## src/rtl/opcode_step_sequencer_if.sv

```systemverilog
// Bus bundle between the instruction fetch side, the step decoders and the
// opcode step sequencer. The master drives the requests; the sequencer is the slave.
interface opcode_step_sequencer_if #(
    parameter int STEP_W = 5
);
    logic              OpLoad;
    logic [7:0]        DataIn;
    logic              StepAdvance;
    logic              PR_Reset_XPT;
    logic              Fetch_Req;
    logic [7:0]        Source;
    logic [7:0]        notSource;
    logic [STEP_W-1:0] XPT;
    logic [STEP_W-1:0] notXPT;
    logic [3:0]        Enable_X1;
    logic              Trap;

    modport master (
        output OpLoad, DataIn, StepAdvance, PR_Reset_XPT,
        input  Fetch_Req, Source, notSource, XPT, notXPT, Enable_X1, Trap
    );

    modport slave (
        input  OpLoad, DataIn, StepAdvance, PR_Reset_XPT,
        output Fetch_Req, Source, notSource, XPT, notXPT, Enable_X1, Trap
    );
endinterface

```

## src/rtl/opcode_step_sequencer.sv

```systemverilog
// Opcode step sequencer: IDLE -> FETCH -> EXEC, counting execution steps in XPT.
// Define OPSEQ_STEP_TRAP_EN to trap on step overflow instead of saturating.
module opcode_step_sequencer #(
    parameter int STEP_W = 5
) (
    input  logic                     CLK,
    input  logic                     RESET,
    opcode_step_sequencer_if.slave   bus
);
    typedef enum logic [1:0] {
        IDLE  = 2'd0,
        FETCH = 2'd1,
        EXEC  = 2'd2
    } state_t;

    localparam logic [STEP_W-1:0] XPT_MAX = '1;

    state_t            state;
    logic [7:0]        source_q;
    logic [7:0]        not_source_q;
    logic [STEP_W-1:0] xpt_q;
    logic [STEP_W-1:0] not_xpt_q;
    logic [3:0]        enable_q;
    logic              fetch_req_q;
`ifdef OPSEQ_STEP_TRAP_EN
    logic              trap_q;
`endif

    function automatic logic [3:0] decode_x1(input logic [1:0] sel);
        return 4'b0001 << sel;
    endfunction

    // Saturating step increment; the trap build never calls it at XPT_MAX.
    function automatic logic [STEP_W-1:0] sat_inc(input logic [STEP_W-1:0] v);
        return (v == XPT_MAX) ? v : v + 1'b1;
    endfunction

    always_ff @(posedge CLK) begin
        if (RESET) begin
            state        <= IDLE;
            source_q     <= 8'h00;
            not_source_q <= 8'hFF;
            xpt_q        <= '0;
            not_xpt_q    <= '1;
            enable_q     <= 4'b0000;
            fetch_req_q  <= 1'b0;
`ifdef OPSEQ_STEP_TRAP_EN
            trap_q       <= 1'b0;
`endif
        end else begin
            case (state)
                IDLE: begin
                    state       <= FETCH;
                    fetch_req_q <= 1'b1;
                    enable_q    <= 4'b0000;
                end

                FETCH: begin
                    if (bus.OpLoad) begin
                        state        <= EXEC;
                        source_q     <= bus.DataIn;
                        not_source_q <= ~bus.DataIn;
                        xpt_q        <= '0;
                        not_xpt_q    <= '1;
                        enable_q     <= decode_x1(bus.DataIn[7:6]);
                        fetch_req_q  <= 1'b0;
                    end
                end

                EXEC: begin
                    // End-of-instruction wins over a step completing in the same cycle.
                    if (bus.PR_Reset_XPT) begin
                        state       <= FETCH;
                        xpt_q       <= '0;
                        not_xpt_q   <= '1;
                        enable_q    <= 4'b0000;
                        fetch_req_q <= 1'b1;
                    end else if (bus.StepAdvance) begin
`ifdef OPSEQ_STEP_TRAP_EN
                        if (xpt_q == XPT_MAX) begin
                            trap_q      <= 1'b1;
                            state       <= FETCH;
                            xpt_q       <= '0;
                            not_xpt_q   <= '1;
                            enable_q    <= 4'b0000;
                            fetch_req_q <= 1'b1;
                        end else begin
                            xpt_q     <= sat_inc(xpt_q);
                            not_xpt_q <= ~sat_inc(xpt_q);
                        end
`else
                        xpt_q     <= sat_inc(xpt_q);
                        not_xpt_q <= ~sat_inc(xpt_q);
`endif
                    end
                end

                default: begin
                    state       <= IDLE;
                    enable_q    <= 4'b0000;
                    fetch_req_q <= 1'b0;
                end
            endcase
        end
    end

    assign bus.Fetch_Req = fetch_req_q;
    assign bus.Source    = source_q;
    assign bus.notSource = not_source_q;
    assign bus.XPT       = xpt_q;
    assign bus.notXPT    = not_xpt_q;
    assign bus.Enable_X1 = enable_q;
`ifdef OPSEQ_STEP_TRAP_EN
    assign bus.Trap      = trap_q;
`else
    assign bus.Trap      = 1'b0;
`endif
endmodule

```

## src/flat_wrapper.sv

```systemverilog
// flat-port wrapper written by rule: the top's interface ports become plain ports
module opcode_step_sequencer_flat 
#(
    parameter int STEP_W = 5
)
  (CLK, RESET, bus_OpLoad, bus_DataIn, bus_StepAdvance, bus_PR_Reset_XPT, bus_Fetch_Req, bus_Source, bus_notSource, bus_XPT, bus_notXPT, bus_Enable_X1, bus_Trap);
  opcode_step_sequencer_if #(.STEP_W(STEP_W)) bus_i ();
  input  logic CLK;
  input  logic RESET;
  input wire logic [$bits(bus_i.OpLoad)-1:0] bus_OpLoad;
  input wire logic [$bits(bus_i.DataIn)-1:0] bus_DataIn;
  input wire logic [$bits(bus_i.StepAdvance)-1:0] bus_StepAdvance;
  input wire logic [$bits(bus_i.PR_Reset_XPT)-1:0] bus_PR_Reset_XPT;
  output wire logic [$bits(bus_i.Fetch_Req)-1:0] bus_Fetch_Req;
  output wire logic [$bits(bus_i.Source)-1:0] bus_Source;
  output wire logic [$bits(bus_i.notSource)-1:0] bus_notSource;
  output wire logic [$bits(bus_i.XPT)-1:0] bus_XPT;
  output wire logic [$bits(bus_i.notXPT)-1:0] bus_notXPT;
  output wire logic [$bits(bus_i.Enable_X1)-1:0] bus_Enable_X1;
  output wire logic [$bits(bus_i.Trap)-1:0] bus_Trap;
  assign bus_i.OpLoad = bus_OpLoad;
  assign bus_i.DataIn = bus_DataIn;
  assign bus_i.StepAdvance = bus_StepAdvance;
  assign bus_i.PR_Reset_XPT = bus_PR_Reset_XPT;
  assign bus_Fetch_Req = bus_i.Fetch_Req;
  assign bus_Source = bus_i.Source;
  assign bus_notSource = bus_i.notSource;
  assign bus_XPT = bus_i.XPT;
  assign bus_notXPT = bus_i.notXPT;
  assign bus_Enable_X1 = bus_i.Enable_X1;
  assign bus_Trap = bus_i.Trap;
  opcode_step_sequencer #(.STEP_W(STEP_W)) u_core (.CLK(CLK), .RESET(RESET), .bus(bus_i));
endmodule
```

## config.mk

```make
export PLATFORM = sky130hd
export DESIGN_NAME = opcode_step_sequencer_flat
export DESIGN_NICKNAME = d
export VERILOG_FILES = /design/src/rtl/opcode_step_sequencer_if.sv /design/src/rtl/opcode_step_sequencer.sv /design/src/flat_wrapper.sv
export SDC_FILE = /design/constraint.sdc
export NUM_CORES = 1
export LEC_CHECK = 0
export CAP_MARGIN = 10
export CORE_ASPECT_RATIO = 1.75
export CORE_UTILIZATION = 51
export CTS_BUF_LIST = sky130_fd_sc_hd__clkbuf_4 sky130_fd_sc_hd__clkbuf_8
export DETAILED_ROUTE_END_ITERATION = 7
export DONT_BUFFER_PORTS = 1
export PLACE_DENSITY = 0.7
export SLEW_MARGIN = 40
export SYNTH_ARGS = -nofsm -noshare
export SYNTH_HDL_FRONTEND = slang
export SYNTH_SLANG_ARGS = --single-unit
```

## constraint.sdc

```tcl
create_clock -name CLK -period 1.4 [get_ports CLK]
set_clock_uncertainty 0.05 [all_clocks]
set_input_delay 0.21 -clock CLK [delete_from_list [all_inputs] [get_ports CLK]]
set_output_delay 0.21 -clock CLK [all_outputs]
set_load 0.1 [all_outputs]
```

* Yosys cells after proc, flatten, opt, wreduce, memory -nomap -nowiden
Index checks and enable logic that the tools add are counted.
** Word-level totals
- Bits in registers :: 33
- Output and inout port bits :: 32
- Bits in read-only memories :: 0
- Bits in writable memories :: 0
- Memories kept :: 0
- Latch bits :: 0
** Cells by class
- Div/mod/pow operators :: 0
- Shift-type cells :: 1
- Equality and inequality tests :: 6
- Magnitude comparators :: 0
- Add/sub/neg operators :: 1
- Reduce and logical (&&, ||, !) cells :: 5
- Bitwise operators :: 2
- Muxes and demuxes :: 18
- Multipliers :: 0
** Operators by type and width (number)
- $mux W5 :: 7
- $pmux W5 S2 :: 2
- $mux W4 :: 2
- $not A8 Y8 :: 1
- $pmux W4 S2 :: 1
- $pmux W2 S3 :: 1
- $add A5 B1 Y5 const B :: 1
- $eq A5 B5 Y1 const B :: 1
- $not A5 Y5 :: 1
- $mux W2 :: 2
- $ne A2 B2 Y1 const B :: 2
- $reduce_and A2 Y1 :: 2
- $shl A1 B2 Y4 const A :: 1
- $ne A3 B3 Y1 const B :: 1
- $pmux W1 S3 :: 1
- $reduce_and A3 Y1 :: 1
- $eq A2 B1 Y1 const B :: 1
- $eq A2 B2 Y1 const B :: 1
- $logic_not A2 Y1 :: 1
- $mux W1 :: 2
- $reduce_bool A2 Y1 :: 1

* Logic depth before layout (Yosys ltp)
Gate-level depths: netlist (run 1).
- Depth after elaboration :: 6
- Gate-level depth with buffers :: 6
- Gate-level depth less buffers :: 5

* Worst setup path after synthesis (run 1)
No wires, ideal clock.
- Path kind :: reg2reg
- From :: register u_core.xpt_q[0] (netlist: u_core.bus.XPT[0])
- To :: register u_core.not_xpt_q[3] (netlist: u_core.bus.notXPT[3])
- Library setup time :: 0.120 ns
- Arrival :: 2.082 ns
- Path slack :: -0.852 ns
- Clock period less this slack :: 2.252 ns
- Stages on the path, launching flop included :: 6
- Cells stage by stage :: dfxtp_1 ha_1 nand2_1 and3_1 or3_1 o31a_1
** Between the ends
- Word-level cells in the longest chain between the ends :: 6
** Ends and longest elaborated chain
- start, declared :: line opcode_step_sequencer.sv:21 : logic [STEP_W-1:0] xpt_q;
- start signal, assigned :: line opcode_step_sequencer.sv:92 : xpt_q <= sat_inc(xpt_q);
- $add A5 B1 Y5 or $eq A5 B5 Y1 (tied branches) :: line opcode_step_sequencer.sv:35 : return (v == XPT_MAX) ? v : v + 1'b1;
- $mux W5 *
- $not A5 Y5 * :: line opcode_step_sequencer.sv:93 : not_xpt_q <= ~sat_inc(xpt_q);
- $mux W5 * :: line opcode_step_sequencer.sv:78 : end else if (bus.StepAdvance) begin
- $mux W5 * :: line opcode_step_sequencer.sv:72 : if (bus.PR_Reset_XPT) begin
- $pmux W5 S2 * :: line opcode_step_sequencer.sv:51 : case (state)
- end signal, assigned :: line opcode_step_sequencer.sv:93
- end, declared :: line opcode_step_sequencer.sv:22 : logic [STEP_W-1:0] not_xpt_q;
Mark *: on every way between the ends. The rest lies on a longest branch, timed or not. The select of a mux whose other input is x is not followed.
A chain may end at the register's enable or synchronous reset.

* Final worst setup path (run 1)
- From :: register u_core.xpt_q[0] (netlist: u_core.bus.XPT[0])
- To :: register u_core.not_xpt_q[1] (netlist: u_core.bus.notXPT[1])
The elaborated chain is that of the path after synthesis.

==> results of run 1 <==
==> cells by family after synthesis <==
family                     synth area share, %
and+or+nand+nor                          23.25
adders and majority gates               0.9450
AOI/OAI and AO/OA                        20.04
xor gates and xnor gates                0.6617
other                                   0.2833
buffers and inverters                    4.159
DFF                                      49.91
muxes                                   0.7562
==> Yosys cell counts (2+ instances only) <==
cell | instances | area [um2]
a211o_1 | 6 | 52.55
a21oi_1 | 19 | 95.09
and3_1 | 3 | 18.77
buf_2 | 2 | 10.01
clkbuf_1 | 5 | 18.77
dfxtp_1 | 33 | 660.6
inv_1 | 2 | 7.510
nand2_1 | 21 | 78.83
nand2b_1 | 5 | 31.28
nand4_1 | 2 | 12.51
nor2_1 | 16 | 60.06
nor3_1 | 3 | 15.01
o21ai_0 | 5 | 25.02
o21ai_2 | 2 | 17.52
o32a_1 | 2 | 20.02
or3_1 | 2 | 12.51
==> metrics by stage <==
stage | area [um2] | setup WS (ps) | setup TNS (ps)
after floorplan | 1355 | -127.8 | -360.1
after global placement | 1638 | 70.00 | 0
after detailed placement | 1638 | -10.31 | -20.11
after CTS | 1760 | 22.54 | 0
after global routing | 1849 | -78.28 | -93.33
final | 1849 | -42.43 | -42.43
==> worst min path at each step <==
stage,endpoint,slack (ps)
6_report,u_core.bus.XPT[2],-80
5_1_grt,u_core.bus.XPT[2],-90
4_1_cts,u_core.bus.XPT[2],-80
3_5_place_dp,u_core.bus.XPT[2],220
3_3_place_gp,u_core.bus.XPT[2],220
2_1_floorplan,u_core.bus.Source[2],300
==> metal layers <==
metal  vias to the layer above  part of all wire, %  routed length [um]
met3                         9                  5.6                 193
met4                         0                  2.8                  96
met2                        35                   58                1975
met1                       576                   34                1153
met5                         -                    0                   0
li1                        601                    -                   -
==> cell type report <==
cell class                 instances  area, um2  share of cell area [%]
clock buffer                       7      90.09                   4.871
sequential                        33      684.4                   37.01
tap                               26      32.53                   1.759
timing repair buffer              44      360.3                   19.49
multi-input combinational        105      644.4                   34.84
inverter                           2      7.507                  0.4060
clock inverter                     1      30.03                   1.624
==> where the power goes <==
group	leakage [nW]	internal [mW]	switching, mW
Combinational	0.428	0.118	0.341
Clock	0.0619	0.599	0.357
Sequential	0.274	0.967	0.0255
Total	0.764	1.68	0.723
==> what timing repair did <==
item,4_1_cts,5_1_grt
endpoints found under the setup margin,4,7
pin swaps,1,3
setup buffers,0,5
gates cloned,0,1
hold endpoints to repair,29,29
gates resized for setup,2,7
==> layout by cell type (no fill, tap or decap), types with 2 or more instances in the layout <==
cell type and instances:
o32a_1 2, buf_4 42, a211o_1 6, and3_1 3, nor3_1 3, dfxtp_1 26
dfxtp_4 6, clkbuf_8 6, inv_1 2, nand4_1 2, nand2b_1 4, o21ai_1 2
nand2_1 21, nor2_1 15, o21ai_0 3, a21oi_1 19
==> critical path: cells and delay by family, from the launching register on <==
kind / cells / cell delay, ps
multiplexers: 1 / 120
AND/OR/NAND/NOR: 1 / 230
adder cells (fa/ha/maj): 1 / 150
buffers and inverters: 1 / 240
AO/OA/AOI/OAI: 1 / 160
flip-flops: 1 / 380
==> state kept, by name, summed over array words and instances, names as in the netlist <==
| name | cells |
|---|---|
| u_core.bus.notXPT | 5 |
| u_core.bus.XPT | 5 |
| u_core.bus.Enable_X1 | 4 |
| u_core.bus.notSource | 8 |
| u_core.bus.Fetch_Req | 1 |
| u_core.state | 2 |
| u_core.bus.Source | 8 |
==> results_dict.tcl, run 1 <==
set metrics [dict create \
    status "finished with violations" \
    violations "negative hold slack, negative setup slack" \
    utilization_pct 75.10 \
    hold_depth 1 \
    cap_violations 0 \
    yosys_warnings 0 \
    grt_max_degree 36 \
    hp-start "RESET" \
    io_pins 45 \
    synthArstFlopShare_pct 0 \
    power_mw 2.408 \
    dp_cells 204 \
    clock-sinks 33 \
    cts-root-buf "clkbuf_8" \
    worstReg2RegStart "u_core.bus.XPT[0]" \
    drt-total-wl_mm 3.418 \
    timing.fmax_ghz 0.6933 \
    die-width_um 40.51 \
    finalHoldViolations 29 \
    fin_hold_ws_ps -81.82 \
    reg2reg_slack_ps -40 \
    htree_levels 2 \
    antenna_left 0 \
    numCtsBuffers 5 \
    coreArea_um2 2462 \
    ys_dominant_reg_cell "dfxtp_1" \
    cp_slowest_cell "dfxtp_4" \
    cp_max_fo 6 \
    vdd_drop_max_mv 1.041 \
    worstSetupStartpointType "flop" \
    cp_cell_sequence "ha_4, nand4_1, buf_4, mux2i_1, o32a_1" \
    synth_nets 163 \
    first_global_vias 1201 \
    wire_per_inst_um 15.68 \
    synthToLayoutAreaGrowth_pct 39.70 \
    dieArea_um2 2811 \
    start_util_pct 53.76 \
    crit_start "u_core.bus.XPT[0]" \
    dr.pass1.iters 4 \
    syn_area_um2 1324 \
    clk_pin_slew_ps 70 \
    gp_congestion 0.7012 \
    rsz0062_at_grt "yes" \
    viasPerCell 5.601 \
    crit_end "u_core.bus.notXPT[1]" \
    leakagePower_nw 0.7638 \
    drive_gt1_share_pct 35.94 \
    cts_tree "built" \
    maxSlewViolCount 0 \
    yosys_register_bits 33 \
    critPathKind "flop to flop" \
    setup_ws_ps -42.43 \
    powerDensity_nw_per_um2 1302 \
    ys_types 37 \
    hp-class "input port to flop" \
    fillCellCount 190 \
    grt_use_total_pct 26.83 \
    grt_use_met1_pct 26.62 \
    max_stage_delay_ps 380 \
    drt_iter0_drc 21 \
    critical_path_required_ps 1530 \
    nets 205 \
    arrival_ps 1570 \
    synth_edf_count 0 \
    cts_buffer_depth 2 \
    r2r-end "u_core.bus.notXPT[1]" \
    fin_crit_ps 1442 \
    route.detailed.drc 0 \
    die-height_um 69.40 \
    stdcell_count 218 \
    rr_worst_depth 5 \
    post-dp-hpwl_mm 2.278 \
    num_rows 24 \
    antenna_found_initial 0 \
    endpoint_kind "flop" \
    timing.final.crit_share_pct 103.0 \
    grt_use_met3_pct 9.295 \
    n_antenna_cell 0 \
    grt.busiest_layer "met2" \
    grt_overflow_total 0 \
    grt_use_met2_pct 45.68 \
    setup-violations-final 1 \
    syn-instance-count 149 \
    vias 1221 \
    yosysSeqAreaShare_pct 49.91 \
    synth_area_per_cell_um2 8.884 \
    io_buffers 0 \
    grt_pass1_wl_mm 5.202 \
    clock_latency_ps 290 \
]
No activity file was read; power rests on OpenSTA's default activity.
==> inputs of run 2 (changes only) <==
CORE_MARGIN = 5   (was unset)
==> run 2 against run 1 <==
The flow still finishes with violations (negative hold slack, negative setup slack). Sequential share of layout area rose by 0.18 points. Sequential power hardly changed. First-iteration DRC count is 95% higher. Register-to-register slack about the same. Wire length fell by 0.82%. Largest cell class unchanged. Highest routed layer unchanged.
==> results_dict.tcl, run 2 (same netlist as run 1, synthesis figures left out) <==
set metrics [dict create \
    fin_hold_ws_ps -52.92 \
    die-width_um 48.51 \
    dp_cells 202 \
    clock_latency_ps 280 \
    nets 201 \
    grt_use_total_pct 17.79 \
    rr_worst_depth 5 \
    worstReg2RegStart "u_core.bus.XPT[1]" \
    final_common_cell "buf_4" \
    critPathKind "flop to flop" \
    cap_violations 0 \
    arrival_ps 1560 \
    cts-root-buf "clkbuf_8" \
    numCtsBuffers 5 \
    grt_max_degree 36 \
    finalHoldViolations 28 \
    dieArea_um2 3754 \
    path_delay_family "simple AND/OR/NAND/NOR gates" \
    critical_path_required_ps 1520 \
    antenna_left 0 \
    drt_iter0_drc 41 \
    final_cell_mix "buf_4, dfxtp_1, nand2_1" \
    first_global_vias 1227 \
    viasPerCell 5.678 \
    hold_path_end "u_core.bus.XPT[2]" \
    finalSetupTns_ps -33.42 \
    endpoint_kind "flop" \
    cp_slowest_cell "or3_4" \
    grt_pass1_wl_mm 5.437 \
    timing.final.crit_share_pct 102.4 \
    hp-class "input port to flop" \
    maxSlewViolCount 0 \
    post-dp-hpwl_mm 2.442 \
    antenna_found_initial 0 \
    drive_gt1_share_pct 34.04 \
    leakagePower_nw 0.7379 \
    max_stage_delay_ps 370 \
    drt-total-wl_mm 3.390 \
    status "finished with violations" \
    cts_tree "built" \
    setup-violations-final 1 \
    vias 1215 \
    grt_overflow_total 0 \
    vdd_drop_max_mv 1.263 \
    clock-sinks 33 \
    fin_area_um2 1841 \
    violations "negative hold slack, negative setup slack" \
    cp.buffers_inverters 1 \
    wire_per_inst_um 15.84 \
    num_rows 24 \
    htree_levels 2 \
    io_pins 45 \
    powerDensity_nw_per_um2 1253 \
    route.detailed.drc 0 \
    cts_buffer_depth 2 \
    cp_cell_sequence "buf_6, and3_4, and3_4, or3_4, o31a_1" \
    coreArea_um2 2492 \
    dr.pass1.iters 4 \
    hold_depth 1 \
    stdcell_count 214 \
    rsz0062_at_grt "yes" \
    hp-start "RESET" \
    io_buffers 0 \
    gp_congestion 0.8563 \
    utilization_pct 73.85 \
    fin_crit_ps 1433 \
    clk_pin_slew_ps 60 \
    r2r-end "u_core.bus.notXPT[3]" \
    setup_ws_ps -33.42 \
    cp_max_fo 4 \
    post_dp_cell_area_um2 1660 \
    die-height_um 77.40 \
    reg2reg_slack_ps -30 \
    start_util_pct 53.11 \
    fillCellCount 188 \
    timing.fmax_ghz 0.6976 \
    n_antenna_cell 0 \
    crit_top_cell "and3_4" \
    worstSetupStartpointType "flop" \
    synthToLayoutAreaGrowth_pct 39.04 \
]
[run 2: how the worst max path moves through the flow]
stage / start / slack [ps] / endpoint / depth (start not counted)
after global placement: u_core.state[1] / 40 / u_core.bus.notXPT[3] / 4
final: u_core.bus.XPT[1] / -30 / u_core.bus.notXPT[3] / 5
after global routing: u_core.bus.XPT[1] / -60 / u_core.bus.notXPT[3] / 5
after floorplan: u_core.bus.XPT[0] / -130 / u_core.bus.notXPT[3] / 5
after detailed placement: u_core.state[1] / -5 / u_core.bus.notXPT[3] / 4
after CTS: u_core.state[1] / 5 / u_core.bus.notXPT[3] / 4
[run 2: area by class of cell]
type | instances | area (um2) | area share, %
sequential | 33 | 684.4 | 37.19
multi-input combinational | 105 | 648.1 | 35.21
timing repair buffer | 40 | 357.8 | 19.44
clock buffer | 6 | 76.32 | 4.147
clock inverter | 2 | 33.78 | 1.835
tap | 26 | 32.53 | 1.768
inverter | 2 | 7.507 | 0.4079
[run 2: per-layer routing]
layer  vias up  wire length [um]  track usage (%)
li1        595                 -                -
met1       552              1180            17.50
met2        57              1849            31.81
met3        11               275            6.513
met4         0                85            8.895
met5         -                 0                0
[run 2: worst register-to-register path: stages (launching register included)]
cell	delay, ps
dfxtp_4	360
buf_6	120
and3_4	170
and3_4	160
or3_4	370
o31a_1	110
[run 2: what timing repair did]
action / CTS / global route
resized for setup: 0 / 10
buffers inserted: 0 / 4
setup endpoints to repair: 0 / 25
hold endpoints to repair: 29 / 29
[run 2: where the power goes]
part           switching, mW  internal [mW]  total, mW
Combinational          0.335          0.113      0.449
Clock                  0.320          0.544      0.864
Sequential            0.0260          0.967      0.993
Total                  0.681           1.62       2.31
[run 2: metrics by stage]
| step | setup slack [ps] | power, mW |
|---|---|---|
| 4_1_cts | 4.790 | 2.323 |
| 2_1_floorplan | -127.8 | 1.371 |
| 6_report | -33.42 | 2.305 |
| 3_3_place_gp | 42.38 | 1.446 |
| 3_5_place_dp | -4.543 | 1.455 |
| 5_1_grt | -57.37 | 2.394 |
==> inputs of run 3 (changes only) <==
ABC_AREA = 1   (was unset)
==> run 3 against run 2 <==
Via count decreased by 1.3%. Clock-buffer cell count is the same. Register-to-register slack improved by 150 ps. Critical path type unchanged. Global-route usage is 0.64 points higher. Non-clock buffer count decreased by 7. Largest cell class unchanged. Sequential power hardly changed. The flow now finishes without violations. Synthesized cell count increased by 15%. Setup slack better by 150 ps. Worst hold slack gained 75 ps.
==> results_dict.tcl, run 3 <==
set metrics [dict create \
    ys_types 26 \
    start_util_pct 52.76 \
    critPathKind "flop to flop" \
    drt_iter0_drc 34 \
    fin_crit_ps 1287 \
    timing.final.crit_share_pct 91.95 \
    dieArea_um2 3734 \
    regArea_um2 674.4 \
    synth_area_per_cell_um2 7.690 \
    max_stage_delay_ps 360 \
    rsz0062_at_grt "no" \
    numCtsBuffers 5 \
    gp_congestion 0.8774 \
    reg2reg_slack_ps 110 \
    vias 1199 \
    syn-instance-count 171 \
    synthToLayoutAreaGrowth_pct 31.30 \
    post_cts_buffers 0 \
    status "finished clean" \
    yosysMostFrequentCell "nand2_1" \
    first_global_vias 1189 \
    worstSetupStartpointType "flop" \
    multi_input_area_um2 559.3 \
    cp_slowest_cell "dfxtp_1" \
    die-width_um 48.39 \
    clock-sinks 33 \
    synth_top_area_cell "dfxtp_1" \
    timing.fmax_ghz 0.7768 \
    cap_violations 0 \
    io_buffers 0 \
    syn_area_um2 1315 \
    drive_gt1_share_pct 27.67 \
    htree_levels 2 \
    route.detailed.drc 0 \
    coreArea_um2 2492 \
    utilization_pct 69.28 \
    endpoint_kind "flop" \
    synthArstFlopShare_pct 0 \
    viasPerCell 5.168 \
    yosysTopAreaCellShare_pct 50.24 \
    io_pins 45 \
    yosys_register_bits 33 \
    synth_nets 185 \
    yosys-top-cells-count "nand2_1, dfxtp_1, inv_1" \
    grt_overflow_total 0 \
    ys_dominant_reg_cell "dfxtp_1" \
    nets 219 \
    hp-class "input port to flop" \
    cp_cell_sequence "inv_2, nor2_4, nand2_8, nand2_1, inv_1, nand2_1, nand3_1" \
    cts_tree "built" \
    yosys_warnings 0 \
    post-dp-hpwl_mm 2.437 \
    leakagePower_nw 0.7983 \
    cts_buffer_depth 2 \
    antenna_left 0 \
    critical_path_required_ps 1510 \
    vdd_drop_max_mv 0.9258 \
    grt_pass1_wl_mm 5.451 \
    netlist_top_cells_area "dfxtp_1, nand2_1, a21oi_1" \
    tightest_slew_ps 687.3 \
    grt_use_total_pct 18.43 \
    crit_top_cell "nand2_1" \
    power_mw 2.318 \
    finalSetupTns_ps 0 \
    antenna_found_initial 0 \
    clock_latency_ps 290 \
    grt_max_degree 20 \
    n_antenna_cell 0 \
    finalHoldViolations 0 \
    slew_headroom_pct 54.18 \
    setup-violations-final 0 \
    wire_per_inst_um 13.99 \
    fillCellCount 203 \
    final_common_cell "nand2_1" \
    synth_edf_count 0 \
    maxSlewViolCount 0 \
    die-height_um 77.17 \
    final_cell_mix "nand2_1, buf_4, dfxtp_1" \
    drt-total-wl_mm 3.245 \
    powerDensity_nw_per_um2 1343 \
    arrival_ps 1400 \
    cp_max_fo 19 \
    clk_pin_slew_ps 70 \
    num_rows 24 \
    dr.pass1.iters 4 \
    cts-root-buf "clkbuf_8" \
    yosysSeqAreaShare_pct 50.24 \
]
-- run 3: through the flow --
stage          area [um2]  cells  setup slack [ps]  hold WS (ps)
6_report             1727    232             112.7         22.13
5_1_grt              1727    232             10.35         17.84
4_1_cts              1710    232             61.53         12.01
3_5_place_dp         1599    222             115.1         224.8
3_3_place_gp         1599    222             187.7         225.4
2_1_floorplan        1341    171             10.02         271.3
-- run 3: routing by layer --
layer  wire length, um  vias to the layer above  global-route usage [%]
met4               108                        0                   12.19
li1                  -                      609                       -
met5                 0                        -                       0
met3               212                       12                   6.783
met1              1214                      537                   18.62
met2              1711                       41                   30.63
-- run 3: report_power, final --
part           leakage [nW]  switching [mW]  internal [mW]
registers             0.273          0.0325          0.985
clock network        0.0486           0.328          0.389
logic                 0.477           0.462          0.122
total                 0.798           0.823           1.50
-- run 3: layout make-up --
class	count	area share, %
timing repair buffer	33	16.96
tap	26	1.884
clock buffer	6	4.783
inverter	19	4.420
sequential	33	39.06
multi-input combinational	113	32.39
clock inverter	2	0.5072
-- run 3: worst max-delay path: cells and delay by family (launching register included) --
kind                   cells  cell delay (ps)
buffers and inverters      2              160
DFF                        1              360
and+or+nand+nor            5              590
-- run 3: worst paths after layout --
| check | end | cells after the start | from |
|---|---|---|---|
| hold / removal | u_core.bus.Source[6] | 2 | bus_DataIn[6] |
| hold reg to reg | u_core.bus.Fetch_Req | 2 | u_core.bus.Fetch_Req |
| setup reg to reg | u_core.bus.notXPT[4] | 7 | u_core.state[0] |
| setup / recovery | u_core.bus.notXPT[4] | 7 | u_core.state[0] |
-- run 3: logic make-up after synthesis --
group,synth area share [%]
compound gates,11.99
fa+ha+maj,0.9513
flops,50.24
buf+inv,9.230
other cells,0.2852
simple gates,27.31
-- run 3: what timing repair did --
action | CTS | global route
endpoints found under the hold margin | 18 | 0
hold buffers | 2 | 0
endpoints found under the setup margin | 0 | 7
resized for setup | 0 | 4
